===== src/rtl/jk_bank_arbiter.sv =====
// jk_bank_arbiter: a bank of JK flip-flop cells shared by two requesters.
// A round-robin arbiter grants one request per two-cycle IDLE/APPLY pass.
// The winner's JK op is applied to one cell at the edge that ends APPLY.
module jk_bank_arbiter #(
  parameter int WIDTH = 8,
  parameter int IDXW  = 3
) (
  input  logic             clk,
  input  logic             reset,
  input  logic             req_a,
  input  logic [1:0]       op_a,
  input  logic [IDXW-1:0]  idx_a,
  input  logic             req_b,
  input  logic [1:0]       op_b,
  input  logic [IDXW-1:0]  idx_b,
  input  logic             clr_all,
  output logic             gnt_a,
  output logic             gnt_b,
  output logic             busy,
  output logic             err,
  output logic [WIDTH-1:0] q,
  output logic [WIDTH-1:0] qNot
);

  typedef enum logic {
    S_IDLE  = 1'b0,
    S_APPLY = 1'b1
  } state_t;

  state_t            r_state;
  state_t            w_state_next;
  logic              r_last_b;   // 1 when requester B holds the most recent grant
  logic              r_gnt_a;
  logic              r_gnt_b;
  logic              r_err;      // latched "index out of range" for the current grant
  logic [1:0]        r_op;
  logic [IDXW-1:0]   r_idx;
  logic [WIDTH-1:0]  r_q;

  logic              w_grant;
  logic              w_win_b;
  logic [1:0]        w_op;
  logic [IDXW-1:0]   w_idx;
  logic              w_oob;
  logic [WIDTH-1:0]  w_q_apply;

  // JK next-state for one cell: 00 hold, 01 clear, 10 set, 11 toggle
  function automatic logic jk_next(input logic [1:0] op, input logic cur);
    logic nxt;
    case (op)
      2'b01:   nxt = 1'b0;
      2'b10:   nxt = 1'b1;
      2'b11:   nxt = ~cur;
      default: nxt = cur;
    endcase
    return nxt;
  endfunction

  // Next-state and arbitration decision; requests only matter in IDLE
  always_comb begin
    w_state_next = r_state;
    w_grant      = 1'b0;
    w_win_b      = 1'b0;
    if (r_state == S_IDLE) begin
      if (req_a || req_b) begin
        w_grant      = 1'b1;
        // B wins when alone, or when both ask and A was granted last
        w_win_b      = req_b && (!req_a || !r_last_b);
        w_state_next = S_APPLY;
      end
    end else begin
      w_state_next = S_IDLE;
    end
  end

  // Select the winner's op and index and flag indices past the bank end
  always_comb begin
    w_op  = op_a;
    w_idx = idx_a;
    if (w_win_b) begin
      w_op  = op_b;
      w_idx = idx_b;
    end
    w_oob = (int'(w_idx) >= WIDTH);
  end

  // Per-cell candidate value: only the addressed cell takes the JK op
  for (genvar gi = 0; gi < WIDTH; gi++) begin : g_cell
    logic w_hit;
    assign w_hit         = (int'(r_idx) == gi);
    assign w_q_apply[gi] = w_hit ? jk_next(r_op, r_q[gi]) : r_q[gi];
  end

  // FSM state, latched grant info and registered grant/err pulses
  always_ff @(posedge clk) begin
    if (reset) begin
      r_state  <= S_IDLE;
      r_last_b <= 1'b1;
      r_gnt_a  <= 1'b0;
      r_gnt_b  <= 1'b0;
      r_err    <= 1'b0;
      r_op     <= 2'b00;
      r_idx    <= '0;
    end else begin
      r_state <= w_state_next;
      if (w_grant) begin
        r_last_b <= w_win_b;
        r_op     <= w_op;
        r_idx    <= w_idx;
        r_gnt_a  <= ~w_win_b;
        r_gnt_b  <= w_win_b;
        r_err    <= w_oob;
      end else begin
        r_gnt_a  <= 1'b0;
        r_gnt_b  <= 1'b0;
        r_err    <= 1'b0;
      end
    end
  end

  // Bank update: clear-all beats the APPLY write; bad indices write nothing
  always_ff @(posedge clk) begin
    if (reset) begin
      r_q <= '0;
    end else if (clr_all) begin
      r_q <= '0;
    end else if ((r_state == S_APPLY) && !r_err) begin
      r_q <= w_q_apply;
    end
  end

  assign gnt_a = r_gnt_a;
  assign gnt_b = r_gnt_b;
  assign busy  = (r_state == S_APPLY);
  assign err   = r_err;
  assign q     = r_q;
  assign qNot  = ~r_q;

endmodule


===== config.mk =====
export PLATFORM = sky130hd
export DESIGN_NAME = jk_bank_arbiter
export DESIGN_NICKNAME = d
export VERILOG_FILES = /design/src/rtl/jk_bank_arbiter.sv
export SDC_FILE = /design/constraint.sdc
export NUM_CORES = 1
export LEC_CHECK = 0
export BUFFER_PORTS_ARGS = -buffer_cell sky130_fd_sc_hd__buf_2
export CORE_ASPECT_RATIO = 1.5
export CORE_MARGIN = 1
export CORE_UTILIZATION = 41
export CTS_CLUSTER_DIAMETER = 150
export DETAILED_ROUTE_END_ITERATION = 8
export HOLD_SLACK_MARGIN = 0.12
export PLACE_DENSITY = 0.73
export SYNTH_ARGS = -nofsm -noshare
export SYNTH_HDL_FRONTEND = slang
export SYNTH_SLANG_ARGS = --single-unit

===== constraint.sdc =====
create_clock -name clk -period 1.2 [get_ports clk]
set_input_delay 0.12 -clock clk [delete_from_list [all_inputs] [get_ports clk]]
set_output_delay 0.12 -clock clk [all_outputs]
set_load 0.02 [all_outputs]

Yosys cells after proc, flatten, opt, wreduce, memory -nomap -nowiden:

Index checks and enable logic that the tools add are counted.

* equality and inequality tests: 10
* muxes and demuxes: 14
* bitwise operators: 11
* reductions and logical operators: 17

Operator list (number)
* 1-bit one-hot mux with 3 select lines: 8
* 3-bit AND reduction: 8
* 3-bit equality test (second input constant): 4
* 1-bit inverter: 10
* 8-bit inverter: 1
* 3-bit by 2-bit equality test with 1-bit output (second input constant): 2
* 2-bit equality test (second input constant): 2
* 1-bit two-way mux: 4
* 2-bit OR reduction: 2
* 3-bit by 1-bit equality test with 1-bit output (second input constant): 1
* 3-bit logical NOT: 1
* 3-bit two-way mux: 1
* 3-bit nonzero test: 1
* 2-bit by 1-bit equality test with 1-bit output (second input constant): 1
* 1-bit logical NOT: 2
* 1-bit logical OR: 2
* 2-bit two-way mux: 1
* 1-bit logical AND: 1

* bits in registers: 17
* output and inout bits: 20
* logic and storage cells: 66

Depth between registers and ports, before layout:

* depth in word-level cells: 6
* gate-level depth with buffers: 4
* depth with buffers taken out: 3

Worst setup path before layout:

Ideal clock, no wire load.

* kind: reg2reg
* from: register r_state, in the netlist busy
* to: register r_op[0]
* arrival: 1.155 ns
* data required time: 1.088 ns
* setup slack: -0.068 ns
* cell stages (with the launch flop): 4
* buffers on the path: 1
* period minus slack after synthesis: 1.268 ns
* cell sequence: dfxtp_1 > and3b_4 > buf_6 > a2111oi_1

* longest elaborated chain between the ends: 2

Ends and longest elaborated chain
* from (decl): line 30 `state_t r_state;`
* from (signal assigned): line 105 `r_state <= w_state_next;`
* 1-bit two-way mux: line 64 `if (r_state == S_IDLE) begin`
* 2-bit two-way mux: line 80 `if (w_win_b) begin`
* to (signal assigned): line 108 `r_op <= w_op;`
* to (decl): line 36 `logic [1:0] r_op;`

Several ways; a longest one is shown, not always the timed one.
A chain may end at the register's enable or synchronous reset.

Final worst setup path:

* from: register r_last_b
* to: register r_idx[1]

* longest elaborated chain between the ends: 6

Ends and longest elaborated chain
* from (decl): line 32 `logic r_last_b;`
* from (signal assigned): line 107 `r_last_b <= w_win_b;`
* 1-bit logical NOT: line 68 `w_win_b = req_b && (!req_a || !r_last_b);`
* 1-bit logical OR: line 68
* 1-bit logical AND: line 68
* 1-bit two-way mux: line 65 `if (req_a || req_b) begin`
* 1-bit two-way mux: line 64
* 3-bit two-way mux: line 80
* to (signal assigned): line 109 `r_idx <= w_idx;`
* to (decl): line 37 `logic [IDXW-1:0] r_idx;`

Every way passes these cells.

==> results.rst <==
.. list-table::
   :header-rows: 1

   * - Metric
     - Value
   * - Result of the run
     - finished, final reports clean
   * - Hold Slack
     - 0.1661 ns
   * - Leakage power total
     - 0.4765 nW
   * - Startpoint types
     - register
   * - Net switching power of the design
     - 0.3574 mW
   * - Maximum fanout count along the critical path
     - 6
   * - Post-Synthesis Cells
     - 90
   * - Number of design-rule violations left by the first detailed-router iteration
     - 7
   * - Total number of placement rows
     - 19
   * - Number of diodes
     - 0
   * - Critical path capture point type
     - register
   * - Mux contribution to synthesized area
     - 0
   * - Synth Area in Compound Gates
     - 0.2751
   * - Relative contribution of the clock network to total power
     - 0.243
   * - Layout cell share with drive strength beyond 1
     - 0.4621
   * - Combinational group share of total power
     - 0.235
   * - Final setup fails
     - 0
   * - Core area
     - 0.001854 mm²
   * - Number of hold violations in the final report
     - 0
   * - Final critical path time including I/O delays and setup
     - 1.173 ns
   * - Worst R2R Setup Slack
     - 0.03 ns
   * - Arithmetic-cell share of the synthesized area counting full adders, half adders and majority gates
     - 0
   * - Number of top-level pins
     - 35
   * - Vias in the first global route
     - 741
   * - Post-synthesis share of cell area spent on xor and xnor gates
     - 0
   * - Clock buffer depth
     - 2
   * - Data arrival at the endpoint of the critical path
     - 1.32 ns
   * - Switching fraction of total power
     - 0.2937
   * - Fraction of the mapped netlist area in simple logic gates
     - 0.2056
   * - Area of the die
     - 0.002160 mm²
   * - Wire length of the first global-routing pass
     - 2946 µm
   * - Most frequent cells after synthesis
     - 17 x sky130_fd_sc_hd__dfxtp_1, 13 x sky130_fd_sc_hd__inv_1, 8 x sky130_fd_sc_hd__nor2_1
   * - Number of synthesized flops with an enable pin
     - 0
   * - Synth top area cells
     - sky130_fd_sc_hd__dfxtp_1 42%, sky130_fd_sc_hd__a2111oi_1 6.2%, sky130_fd_sc_hd__inv_1 6.0%
   * - Number of iterations in the first detailed-routing pass
     - 4
   * - Clock tree from TritonCTS
     - yes
   * - Nets@finish
     - 148
   * - FF-to-FF path depth
     - 3
   * - Clock Skews
     - 0.008417 ns
   * - Number of DRC violations after detailed routing
     - 0
   * - Worst Tran Pin Value
     - 0.5664 ns
   * - Inserted Clock Buffers
     - 3
   * - Synthesized net count
     - 105
   * - Non-Filler Cell Area, Final
     - 0.001227 mm²
   * - Worst vdd ir
     - 0.8280 mV
   * - Placed inst area
     - 989.7 µm²
   * - Antenna violations before repair
     - 0
   * - Antenna viol nets, final
     - 0
   * - Max Transition Viols Final
     - 0
   * - Initial standard-cell utilization of the core
     - 0.4366
   * - Max capacitance violation total
     - 0
   * - Combined global-route utilization of all metal layers
     - 0.1833
   * - Portion of synthesized cell area occupied by the leading cell type
     - 0.4204
   * - Flip-flop and latch count after synthesis
     - 17
   * - Main combinational cell family by area after synthesis
     - compound AO/OA/AOI/OAI gates
   * - R2r endpoint
     - r_idx[1]
   * - Count of distinct cell types in the synthesized netlist
     - 28
   * - Dpl hpwl
     - 1424 µm
   * - Upper clock frequency limit
     - 852.3 MHz
   * - Worst setup path startpoint
     - r_last_b
   * - Sequential-to-total area share from yosys stat
     - 0.4204
   * - Vertical die dimension
     - 56.42 µm
   * - Average detailed-routed wire length per instance
     - 13.64 µm
   * - Most common flop cell mapped by yosys
     - sky130_fd_sc_hd__dfxtp_1
   * - Type of the most critical hold path
     - in -> reg
   * - Reg-to-reg startpoint
     - r_last_b
   * - Max-Slew Margin vs Limit
     - 0.6210
   * - Worst endpoint required time
     - 1.35 ns
   * - Via density
     - 5.438
   * - Ys async rst share
     - 0
   * - CTS sink count
     - 17
   * - Proportion of power drawn by flip-flops and latches
     - 0.521
   * - Placer Congestion
     - 0.7082
   * - Synth Warn #
     - 0
   * - Cell with the most instances after synthesis
     - sky130_fd_sc_hd__dfxtp_1
   * - Pin count of the biggest net entering global routing
     - 12
   * - Count of port buffers added during placement
     - 33
   * - Share of the cycle needed by the critical path after routing
     - 0.9778
   * - Via count
     - 832
   * - RSZ-0062 raised after global routing
     - true
   * - Library cell used as clock root buffer
     - sky130_fd_sc_hd__clkbuf_4
   * - Most area-hungry cell type in the Yosys netlist
     - sky130_fd_sc_hd__dfxtp_1
   * - End point of the critical path
     - r_idx[1]
   * - Final routed wirelength across all metal layers
     - 2087 µm
   * - Power per unit of standard cell area
     - 991.7 mW/mm²
   * - Die width
     - 38.28 µm
   * - Aggregate global routing overflow
     - 0
   * - Post-synthesis to final-layout area growth
     - 51.62%
   * - Internal portion of total power
     - 0.8598 mW
   * - Worst Setup Path Type
     - reg -> reg
   * - Clk Latency, worst-skew pair
     - 0.28 ns
   * - Avg Cell Area, Syn
     - 8.995 µm²
   * - Clock slew at reported path FFs
     - 0.09 ns
   * - Post-synthesis instance area
     - 809.5 µm²
   * - H-tree depth
     - 1
   * - FILL cells
     - 158
[through the flow]
step	util	worst slack (ns)	cells	setup TNS [ns]	total power, mW
global route	0.6619	-0.01925	153	-0.05571	1.279
detailed placement	0.5337	0.01046	142	0	0.8137
floorplan	-	0.02995	90	0	0.7543
CTS	0.5749	0.008891	151	0	1.119
global placement	0.5337	0.03999	142	0	0.8078
finish	0.6619	0.02666	153	0	1.217
[routing by layer]
| layer | up-vias | routed length, µm | track usage |
|---|---|---|---|
| met5 | - | 0 | 0 |
| met4 | 0 | 17 | 0.07143 |
| met3 | 4 | 98 | 0.03162 |
| met2 | 29 | 1159 | 0.3220 |
| met1 | 387 | 812 | 0.2055 |
| li1 | 412 | - | - |
[registers in the layout (all words and copies together), names as in the netlist]
name      cells
busy          1
gnt_a         1
gnt_b         1
q             8
r_idx         3
r_last_b      1
r_op          2
[power by group through the flow]
| stage | Clock, mW | Sequential (mW) | Combinational [mW] |
|---|---|---|---|
| finish | 0.296 | 0.635 | 0.286 |
| global route | 0.332 | 0.640 | 0.307 |
| CTS | 0.305 | 0.627 | 0.187 |
| detailed placement | 0 | 0.640 | 0.174 |
| global placement | 0 | 0.638 | 0.170 |
| floorplan | 0 | 0.640 | 0.114 |
[cells by family (layout without fill, tap and decap cells)]
| logic type | Yosys count | in the layout |
|---|---|---|
| other | 1 | 1 |
| and+or+nand+nor | 28 | 28 |
| DFF | 17 | 17 |
| buffers and inverters | 17 | 59 |
| AOI/OAI and AO/OA | 27 | 27 |
[cell usage in the layout, fill, tap and decap left out]
cell and n:
sky130_fd_sc_hd__dfxtp_4 2, sky130_fd_sc_hd__o32ai_1 1, sky130_fd_sc_hd__o31ai_1 4, sky130_fd_sc_hd__nor2_1 8
sky130_fd_sc_hd__or2_1 1, sky130_fd_sc_hd__buf_4 4, sky130_fd_sc_hd__nor3_1 1, sky130_fd_sc_hd__and3b_1 2
sky130_fd_sc_hd__a2111oi_2 5, sky130_fd_sc_hd__o211ai_1 4, sky130_fd_sc_hd__dlygate4sd3_1 5, sky130_fd_sc_hd__a21oi_1 3
sky130_fd_sc_hd__inv_1 13, sky130_fd_sc_hd__nand2_1 3, sky130_fd_sc_hd__nand3_1 2, sky130_fd_sc_hd__nand2_4 1
sky130_fd_sc_hd__or3b_4 1, sky130_fd_sc_hd__nor2b_1 3, sky130_fd_sc_hd__buf_2 33, sky130_fd_sc_hd__nor2b_2 1
sky130_fd_sc_hd__or2_4 1, sky130_fd_sc_hd__a211o_1 1, sky130_fd_sc_hd__clkbuf_1 1, sky130_fd_sc_hd__o21ba_2 1
sky130_fd_sc_hd__conb_1 1, sky130_fd_sc_hd__nand3b_1 2, sky130_fd_sc_hd__nor3b_4 1, sky130_fd_sc_hd__and3b_4 1
sky130_fd_sc_hd__dfxtp_1 13, sky130_fd_sc_hd__clkbuf_4 3, sky130_fd_sc_hd__dfxtp_2 2, sky130_fd_sc_hd__a311oi_1 3
sky130_fd_sc_hd__a2111oi_4 5
[critical path, stage by stage, from the launching register on]
cell	delay, ns
sky130_fd_sc_hd__dfxtp_2	0.36
sky130_fd_sc_hd__nand2_4	0.08
sky130_fd_sc_hd__a2111oi_2	0.50
sky130_fd_sc_hd__a2111oi_4	0.10
[worst min-delay path by stage]
stage / from / to / slack [ns] / depth (start not counted)
detailed placement: op_b[0] / r_op[0] / 0.37 / 3
floorplan: idx_b[0] / r_idx[0] / 0.26 / 2
finish: clr_all / q[0] / 0.17 / 3
global route: clr_all / q[0] / 0.16 / 3
CTS: reset / r_op[1] / 0.15 / 2
global placement: op_b[0] / r_op[0] / 0.37 / 3
[timing repair]
item / in CTS / in global routing
hold endpoints to repair: 5 / 0
setup buffers: 0 / 2
hold buffers: 5 / 0
setup endpoints to repair: 0 / 11
resized for setup: 0 / 30
[final cells by class]
| class | instances | area (µm²) | share of cell area |
|---|---|---|---|
| Tap cell | 21 | 26.28 | 0.02141 |
| Inverter | 13 | 48.80 | 0.03976 |
| Sequential cell | 17 | 350.3 | 0.2854 |
| Timing Repair Buffer | 42 | 245.2 | 0.1998 |
| Clock buffer | 4 | 26.28 | 0.02141 |
| Multi-Input combinational cell | 56 | 530.5 | 0.4322 |
No activity file was read; power rests on OpenSTA's default activity.
